==> config.mk <==
export PLATFORM = sky130hd
export DESIGN_NAME = cbrt_dispatch
export DESIGN_NICKNAME = d
export VERILOG_FILES = /design/src/rtl/cbrt_dispatch.sv
export SDC_FILE = /design/constraint.sdc
export NUM_CORES = 1
export LEC_CHECK = 0
export CAP_MARGIN = 20
export CORE_MARGIN = 2
export CORE_UTILIZATION = 34
export DETAILED_ROUTE_END_ITERATION = 16
export GPL_TIMING_DRIVEN = 1
export PLACE_DENSITY_LB_ADDON = 0.05
export SLEW_MARGIN = 20
export SYNTH_ARGS = -nofsm -noshare
export SYNTH_HDL_FRONTEND = slang
export SYNTH_SLANG_ARGS = --single-unit
==> constraint.sdc <==
create_clock -name clk -period 1.9 [get_ports clk]
set_clock_uncertainty 0.2 [all_clocks]
set_input_delay 0.38 -clock clk [delete_from_list [all_inputs] [get_ports clk]]
set_output_delay 0.38 -clock clk [all_outputs]
set_load 0.02 [all_outputs]
==> src/rtl/cbrt_dispatch.sv <==
`timescale 1ns/1ps
// cbrt_dispatch_fifo: operand buffer, pointers carry an extra wrap bit to tell full from empty.
// Latency: data written at edge T is readable after edge T (no bypass, first pop at edge T+1).
// Backpressure: o_push_rdy low while full; simultaneous push and pop both honoured.
module cbrt_dispatch_fifo #(
  parameter int W     = 8,
  parameter int DEPTH = 4
) (
  input  logic         clk,
  input  logic         rst,
  input  logic         i_push_vld,
  input  logic [W-1:0] i_push_dat,
  output logic         o_push_rdy,
  input  logic         i_pop,
  output logic         o_pop_vld,
  output logic [W-1:0] o_pop_dat
);
  localparam int AW = $clog2(DEPTH);

  logic [W-1:0] r_mem [DEPTH];
  logic [AW:0]  r_wr_ptr;
  logic [AW:0]  r_rd_ptr;
  logic         w_full;
  logic         w_empty;
  logic         w_push;
  logic         w_pop;

  assign w_empty    = (r_wr_ptr == r_rd_ptr);
  assign w_full     = (r_wr_ptr[AW] != r_rd_ptr[AW]) &&
                      (r_wr_ptr[AW-1:0] == r_rd_ptr[AW-1:0]);
  assign w_push     = i_push_vld && !w_full;
  assign w_pop      = i_pop && !w_empty;
  assign o_push_rdy = !w_full;
  assign o_pop_vld  = !w_empty;
  assign o_pop_dat  = r_mem[r_rd_ptr[AW-1:0]];

  // Storage write; contents need no reset because the pointers gate visibility.
  always_ff @(posedge clk) begin
    if (w_push) begin
      r_mem[r_wr_ptr[AW-1:0]] <= i_push_dat;
    end
  end

  // Pointer update; wrap bit toggles every DEPTH entries.
  always_ff @(posedge clk) begin
    if (rst) begin
      r_wr_ptr <= '0;
      r_rd_ptr <= '0;
    end else begin
      if (w_push) r_wr_ptr <= r_wr_ptr + (AW+1)'(1);
      if (w_pop)  r_rd_ptr <= r_rd_ptr + (AW+1)'(1);
    end
  end
endmodule

// cbrt_dispatch: buffers operands, issues them one at a time to the cbrt core, returns root+operand.
// Latency: push into empty FIFO -> start pulse 2 cycles later; result valid 1 cycle after busy drops.
// Backpressure: in_ready_o low when FIFO full; result held in OUT until res_ready_i.
module cbrt_dispatch #(
  parameter int DEPTH   = 4,
  parameter int TIMEOUT = 2000
) (
  input  logic        clk,
  input  logic        rst,
  input  logic        in_valid_i,
  input  logic [7:0]  in_data_i,
  output logic        in_ready_o,
  output logic [7:0]  cbrt_x_o,
  output logic        cbrt_start_o,
  output logic        cbrt_rst_o,
  input  logic        cbrt_busy_i,
  input  logic [2:0]  cbrt_result_i,
  output logic        res_valid_o,
  input  logic        res_ready_i,
  output logic [2:0]  res_root_o,
  output logic [7:0]  res_x_o,
  output logic        res_timeout_o,
  output logic [15:0] done_cnt_o
);
  localparam int CW = $clog2(TIMEOUT + 1);

  typedef enum logic [2:0] {
    S_IDLE   = 3'd0,
    S_ISSUE  = 3'd1,
    S_SETTLE = 3'd2,
    S_WAIT   = 3'd3,
    S_OUT    = 3'd4
  } state_t;

  state_t        r_state;
  logic [7:0]    r_x;
  logic          r_start;
  logic          r_abort;
  logic          r_res_valid;
  logic [2:0]    r_root;
  logic [7:0]    r_res_x;
  logic          r_timeout;
  logic [15:0]   r_done;
  logic [CW-1:0] r_wait_cnt;

  logic          w_fifo_vld;
  logic [7:0]    w_fifo_dat;
  logic          w_pop;

  // The FSM only consumes an operand while idle, so pop is a pure function of state.
  assign w_pop = (r_state == S_IDLE) && w_fifo_vld;

  cbrt_dispatch_fifo #(
    .W     (8),
    .DEPTH (DEPTH)
  ) u_fifo (
    .clk        (clk),
    .rst        (rst),
    .i_push_vld (in_valid_i),
    .i_push_dat (in_data_i),
    .o_push_rdy (in_ready_o),
    .i_pop      (w_pop),
    .o_pop_vld  (w_fifo_vld),
    .o_pop_dat  (w_fifo_dat)
  );

  // Issue sequencer: IDLE -> ISSUE -> SETTLE -> WAIT -> OUT, all outputs registered.
  always_ff @(posedge clk) begin
    if (rst) begin
      r_state     <= S_IDLE;
      r_x         <= '0;
      r_start     <= 1'b0;
      r_abort     <= 1'b0;
      r_res_valid <= 1'b0;
      r_root      <= '0;
      r_res_x     <= '0;
      r_timeout   <= 1'b0;
      r_done      <= '0;
      r_wait_cnt  <= '0;
    end else begin
      // Start and abort are single-cycle pulses unless re-armed below.
      r_start <= 1'b0;
      r_abort <= 1'b0;
      case (r_state)
        S_IDLE: begin
          if (w_fifo_vld) begin
            r_x     <= w_fifo_dat;
            r_start <= 1'b1;
            r_state <= S_ISSUE;
          end
        end
        S_ISSUE: begin
          r_state <= S_SETTLE;
        end
        S_SETTLE: begin
          // Core raises busy during this cycle, so busy is not trusted until WAIT.
          r_wait_cnt <= '0;
          r_state    <= S_WAIT;
        end
        S_WAIT: begin
          if (!cbrt_busy_i) begin
            r_root      <= cbrt_result_i;
            r_res_x     <= r_x;
            r_timeout   <= 1'b0;
            r_res_valid <= 1'b1;
            r_state     <= S_OUT;
          end else if (r_wait_cnt == CW'(TIMEOUT - 1)) begin
            // Hung core: report a zero root and kick the core with a reset pulse.
            r_root      <= '0;
            r_res_x     <= r_x;
            r_timeout   <= 1'b1;
            r_abort     <= 1'b1;
            r_res_valid <= 1'b1;
            r_state     <= S_OUT;
          end else begin
            r_wait_cnt <= r_wait_cnt + CW'(1);
          end
        end
        S_OUT: begin
          if (res_ready_i) begin
            r_res_valid <= 1'b0;
            if (r_done != 16'hFFFF) r_done <= r_done + 16'd1;
            r_state <= S_IDLE;
          end
        end
        default: begin
          r_state <= S_IDLE;
        end
      endcase
    end
  end

  assign cbrt_x_o      = r_x;
  assign cbrt_start_o  = r_start;
  assign cbrt_rst_o    = rst | r_abort;
  assign res_valid_o   = r_res_valid;
  assign res_root_o    = r_root;
  assign res_x_o       = r_res_x;
  assign res_timeout_o = r_timeout;
  assign done_cnt_o    = r_done;
endmodule

After elaboration in Yosys (flattened, before gate mapping)
Memory sizes are Yosys's and may differ from the RTL's. A register that Yosys moved wholly into a read port is not among the register bits.
Cells that the tools add are included.
Word-level totals
  flip-flop bits (word level): 51
  memory bits (writable): 32
  input port bits: 16
  output and inout bits: 40
  logic and storage cells: 74
  memories kept: 1
Memories
  u_fifo.r_mem: depth 4, bits a word 8, read ports 1, clocked after memory_dff 1, write ports 1, line 20  | logic [W-1:0] r_mem [DEPTH];
Operators by class
  add/sub/neg operators: 4
  eq/ne operators: 15
  multiplexer cells: 21
  bitwise operators: 5
  reduce and logical (&&, ||, !) cells: 17
Operators by type and width (number)
  $mux W11: 2
  $pmux W11 S2: 1
  $mux W3: 6
  $add A16 B1 Y16 const B: 1
  $mux W8: 2
  $ne A16 B16 Y1 const B: 1
  $pmux W3 S5: 1
  $reduce_and A3 Y1: 4
  $add A11 B1 Y11 const B: 1
  $eq A11 B11 Y1 const B: 1
  $mux W1: 8
  $ne A2 B2 Y1 const B: 4
  $add A3 B1 Y3 const B: 2
  $eq A3 B2 Y1 const B: 2
  $logic_and A1 B1 Y1: 4
  $not A1 Y1: 4
  $reduce_and A2 Y1: 2
  $reduce_bool A2 Y1: 2
  $eq A3 B1 Y1 const B: 1
  $eq A3 B3 Y1: 1
  $eq A3 B3 Y1 const B: 1
  $logic_not A3 Y1: 1
  $ne A3 B3 Y1 const B: 1
  $reduce_or A3 Y1: 1
  other kinds (7): 8

Logic depth before layout (Yosys ltp)
  depth after elaboration: 6
  depth in mapped cells: 7

Modules after synthesis
A second synthesis with hierarchy kept.
Unflattened totals
  cell total of the unflattened synthesis: 403
  area total of the unflattened synthesis: 4211.5 sq um
Modules (own cells, without submodules)
  cbrt_dispatch: instances 1, cells each 291, area each 2491.1 sq um, sequential area each 1061.0 sq um
  cbrt_dispatch_fifo: instances 1, cells each 112, area each 1720.4 sq um, sequential area each 1121.1 sq um

Worst setup path after synthesis
No wires, ideal clock.
  kind: flip-flop to flip-flop
  start point: register r_done[0], in the netlist done_cnt_o[0]
  end point: register r_done[1], in the netlist done_cnt_o[1]
  library setup time: 0.128 ns
  arrival: 1.764 ns
  setup slack: -0.191 ns
  cell stages (with the launch flop): 8
  buffers on the path: 1
  clock period less this slack: 2.091 ns
  path through: dfxtp_1 ha_1 nand3_1 or3_1 buf_2 o21ai_2 mux2i_1 nor2_1
Between the ends
  longest elaborated chain between the ends: 2
  elaborated cells on any way between the ends: 3
  classes of those cells: 1 x add/sub; 1 x eq/ne; 1 x reduce/logical
Ends and longest elaborated chain
  start, declared: line 98  | logic [15:0] r_done;
  start signal, assigned: line 177  | if (r_done != 16'hFFFF) r_done <= r_done + 16'd1;
  parallel branches: the longest is 2 deep, another holds $add A16 B1 Y16
Parallel ways; which one is timed is not known.
A chain may end at the register's enable or synchronous reset.

Worst setup path after layout
  start point: register r_root[0], in the netlist res_root_o[0]
  end point: output res_root_o[0]
RTL lines
  start, declared: line 95  | logic [2:0] r_root;
  start signal, assigned: line 157  | r_root <= cbrt_result_i;
  end, declared: line 75  | output logic [2:0] res_root_o,
No word-level cell between the ends.

==> results by group <==
Worst setup path
  • Crit-path max FO: 2
  • CP Launch Type: register
  • CP Class: reg2out
  • WP buf/inv: 1
  • CP top delay family: buffers and inverters
  • Setup slack, reg-to-reg: roughly 50 ps
  • Delay of the slowest critical-path stage: 600 ps
  • FF-to-FF End: r_wait_cnt[6]
  • Setup crit end: res_root_o[0]
  • Crit. Startpoint: res_root_o[0]
  • Crit-path cells: clkdlybuf4s50_1
  • Worst reg2reg startpoint: r_wait_cnt[1]
  • Setup crit end kind: output port
  • Worst-case reg-to-reg path depth: 7
  • Cell count along the critical path: 1
  • WP data required: between 1000 and 1500 ps
  • Crit path DAT: ~1300 ps
  • Slowest cell on the critical path: clkdlybuf4s50_1

STA
  • # setup viols final: 0
  • Pins Over Slew Limit: 0
  • Post-layout min period: around 1900 ps
  • Max Freq: between 500 and 600 MHz
  • Total Neg Setup Slack: 0 ps
  • Worst Max-Slew Pin Slew: 658 ps
  • RSZ-0062 raised after global routing: true
  • Setup slack after layout: around 37 ps
  • Relative slew slack: 56.1%
  • Tcrit/Tclk final: 98.1%
  • Hold Vio Cnt, Final: 0
  • Hold WS: 254 ps

Synthesis
  • Ys Warns: 0
  • Ys async rst share: 0%
  • Netlist Area Pre-Place: 0.00397 mm²
  • EDFF count, synth: 32
  • Mapped Avg Cell Area: ~11 µm²
  • Register area share after synthesis: between 50 and 60%
  • Seq cells post-synth: 91
  • Cell count after synthesis: ~360
  • Top_reg_cell synth: dfxtp_1
  • Syn Nets: just under 400
  • Yosys cell types: 58

Layout
  • Layout area overhead: 42.2%
  • Design area: about 0.0056 mm²
  • Share of layout cells above drive strength 1: 27.4%
  • Antenna cells: 0
  • Commonest non-fill, non-tap cells in the layout: buf_4 (62), dfxtp_1 (53), nor2_1 (51), edfxtp_1 (32), nand2_1 (30)
  • Nets: 504
  • Most common cell after layout, fill and taps aside: buf_4

Routing
  • Routed vias: approximately 3000
  • Drt total wl: between 9000 and 10000 µm
  • Residual DRC: 0
  • Average wire per standard cell: between 10 and 15 µm
  • Initial detailed-routing violation count: 132
  • Routed vias/inst: around 4.9
  • Final ANT Viol Nets: 0
  • First drt pass iteration count: 4

Min path
  • Hold Crit Class: reg2reg

Global route
  • Pin count of the biggest net entering global routing: 58
  • Met1 Use GR: about a fifth
  • Met3 GRT Util: ~5%
  • GR peak layer: met2
  • GRT Total Usage: 15.5%
  • Vias in the first global route: about 3000
  • First-pass GRT wire length: about 15000 µm
  • Global route overflow: 0
  • Initial antenna violation count: 0
  • GR Util met2: 25.9%

Power
  • Worst VDD drop: 0.714 mV
  • LEAKAGE: 2.27 nW
  • P per Cell Area: between 900 and 1000 mW/mm²

Clock network
  • CTS tree: done
  • Number of buffers created by CTS: 9
  • Clock latency on the worst-skew pair: 350 ps
  • Root Driver: clkbuf_16
  • Clock buffer depth: 2
  • # H-tree levels: 3
  • Clk slew on worst S/H paths: 70 ps
  • Clock Sinks: 91
  • CTS Hold Buffers Added: 0

Floorplanning
  • Initial Util: roughly a third
  • I/O Pins: 56
  • Die ar.: 0.0125 mm²
  • Chip Width: 112 µm
  • DIE HEIGHT: roughly 110 µm
  • CORE AREA: between 0.01 and 0.015 mm²
  • Site row count: 39

Placement
  • Dpl hpwl: approximately 6400 µm
  • Number of port buffers: 55
  • Place WS: -272 ps
  • Gp weighted congestion: slightly below 0.8
  • Post-DP Area: between 0.005 and 0.006 mm²

Status
  • Status: finished, final reports clean

Job
  • Max cap viols: 0
## worst min path at each step
stage                endpoint  slack [ps]  cells past startpoint      startpoint
6_report           res_x_o[2]         250                      2      res_x_o[2]
5_1_grt            res_x_o[2]         290                      2      res_x_o[2]
4_1_cts            res_x_o[6]         260                      2      res_x_o[6]
3_5_place_dp       res_x_o[6]         250                      2      res_x_o[6]
3_3_place_gp       res_x_o[1]         240                      2      res_x_o[1]
2_1_floorplan  r_wait_cnt[10]         250                      1  r_wait_cnt[10]
## through the flow
stage          std cells  power (W)  utilization, %
2_1_floorplan        362    0.00314               -
3_3_place_gp         605    0.00368            45.1
3_5_place_dp         605    0.00369            45.1
4_1_cts              623    0.00559            48.1
5_1_grt              629    0.00587            49.4
6_report             629    0.00560            49.4
## cell type report
| class | instances | area, µm² |
|---|---|---|
| Multi-Input combinational cell | 247 | 1840 |
| Timing Repair Buffer | 126 | 1130 |
| Inverter | 6 | 22.5 |
| Fill cell | 1086 | 5780 |
| Tap cell | 143 | 179 |
| Clock buffer | 11 | 254 |
| Sequential cell | 91 | 2150 |
| Clock inverter | 5 | 65.1 |
## power by group
part	switching (W)	internal (W)
combinational	0.000727	0.000669
sequential	0.000110	0.00218
clock	0.000794	0.00112
## kinds of logic (layout without fill, tap and decap cells)
kind of cell	count (synthesis)	count (layout)	share of synthesized area (%)
DFF	91	91	54.0
adders and majority gates	7	7	2.21
buffers and inverters	24	148	2.81
and+or+nand+nor	144	144	18.8
xor gates and xnor gates	23	23	5.08
muxes	20	20	7.64
AOI/OAI and AO/OA	53	53	9.40
## what timing repair did
item	in CTS	in global routing
setup buffers	2	6
cloned	0	0
resized for setup	34	25
pin swaps	4	10
setup endpoints to repair	45	33
hold endpoints to repair	0	0
## synthesized netlist by cell type (all sizes together), types with 2 or more instances
library cell / count / area share [%]
xnor2: 12 / 2.7
nor4: 4 / 0.95
edfxtp: 32 / 24
o211ai: 3 / 0.69
mux2: 2 / 0.57
mux2i: 10 / 2.5
a21oi: 19 / 2.4
a41oi: 3 / 0.66
nand3: 15 / 2.3
or3: 3 / 0.47
and2: 4 / 0.63
nand2: 32 / 3.1
inv: 6 / 0.57
xor2: 11 / 2.4
mux4: 8 / 4.5
nand2b: 2 / 0.32
o21ai: 8 / 1.1
and3: 4 / 0.63
nor4b: 4 / 1.2
ha: 7 / 2.2
o41ai: 2 / 0.92
a22oi: 5 / 0.95
buf: 8 / 1.3
nand4: 6 / 1.1
nor3: 12 / 1.5
clkbuf: 10 / 0.95
a31oi: 4 / 0.79
dfxtp: 59 / 30
nor2: 52 / 5.1
## layer usage
layer	wire length, µm	share of wire [%]	vias up
li1	-	-	1557
met1	4430	47	1469
met2	4530	48	41
met3	346	3.7	10
met4	110	1.2	0
met5	0	0	-
## state kept, by name, summed over array words and instances (netlist names)
register	flops
cbrt_start_o	1
cbrt_x_o	8
done_cnt_o	16
r_abort	1
r_state	3
r_wait_cnt	11
res_root_o	3
res_timeout_o	1
res_valid_o	1
res_x_o	8
u_fifo.r_mem	32
u_fifo.r_rd_ptr	3
u_fifo.r_wr_ptr	3
(Power assumes the default switching activity.)
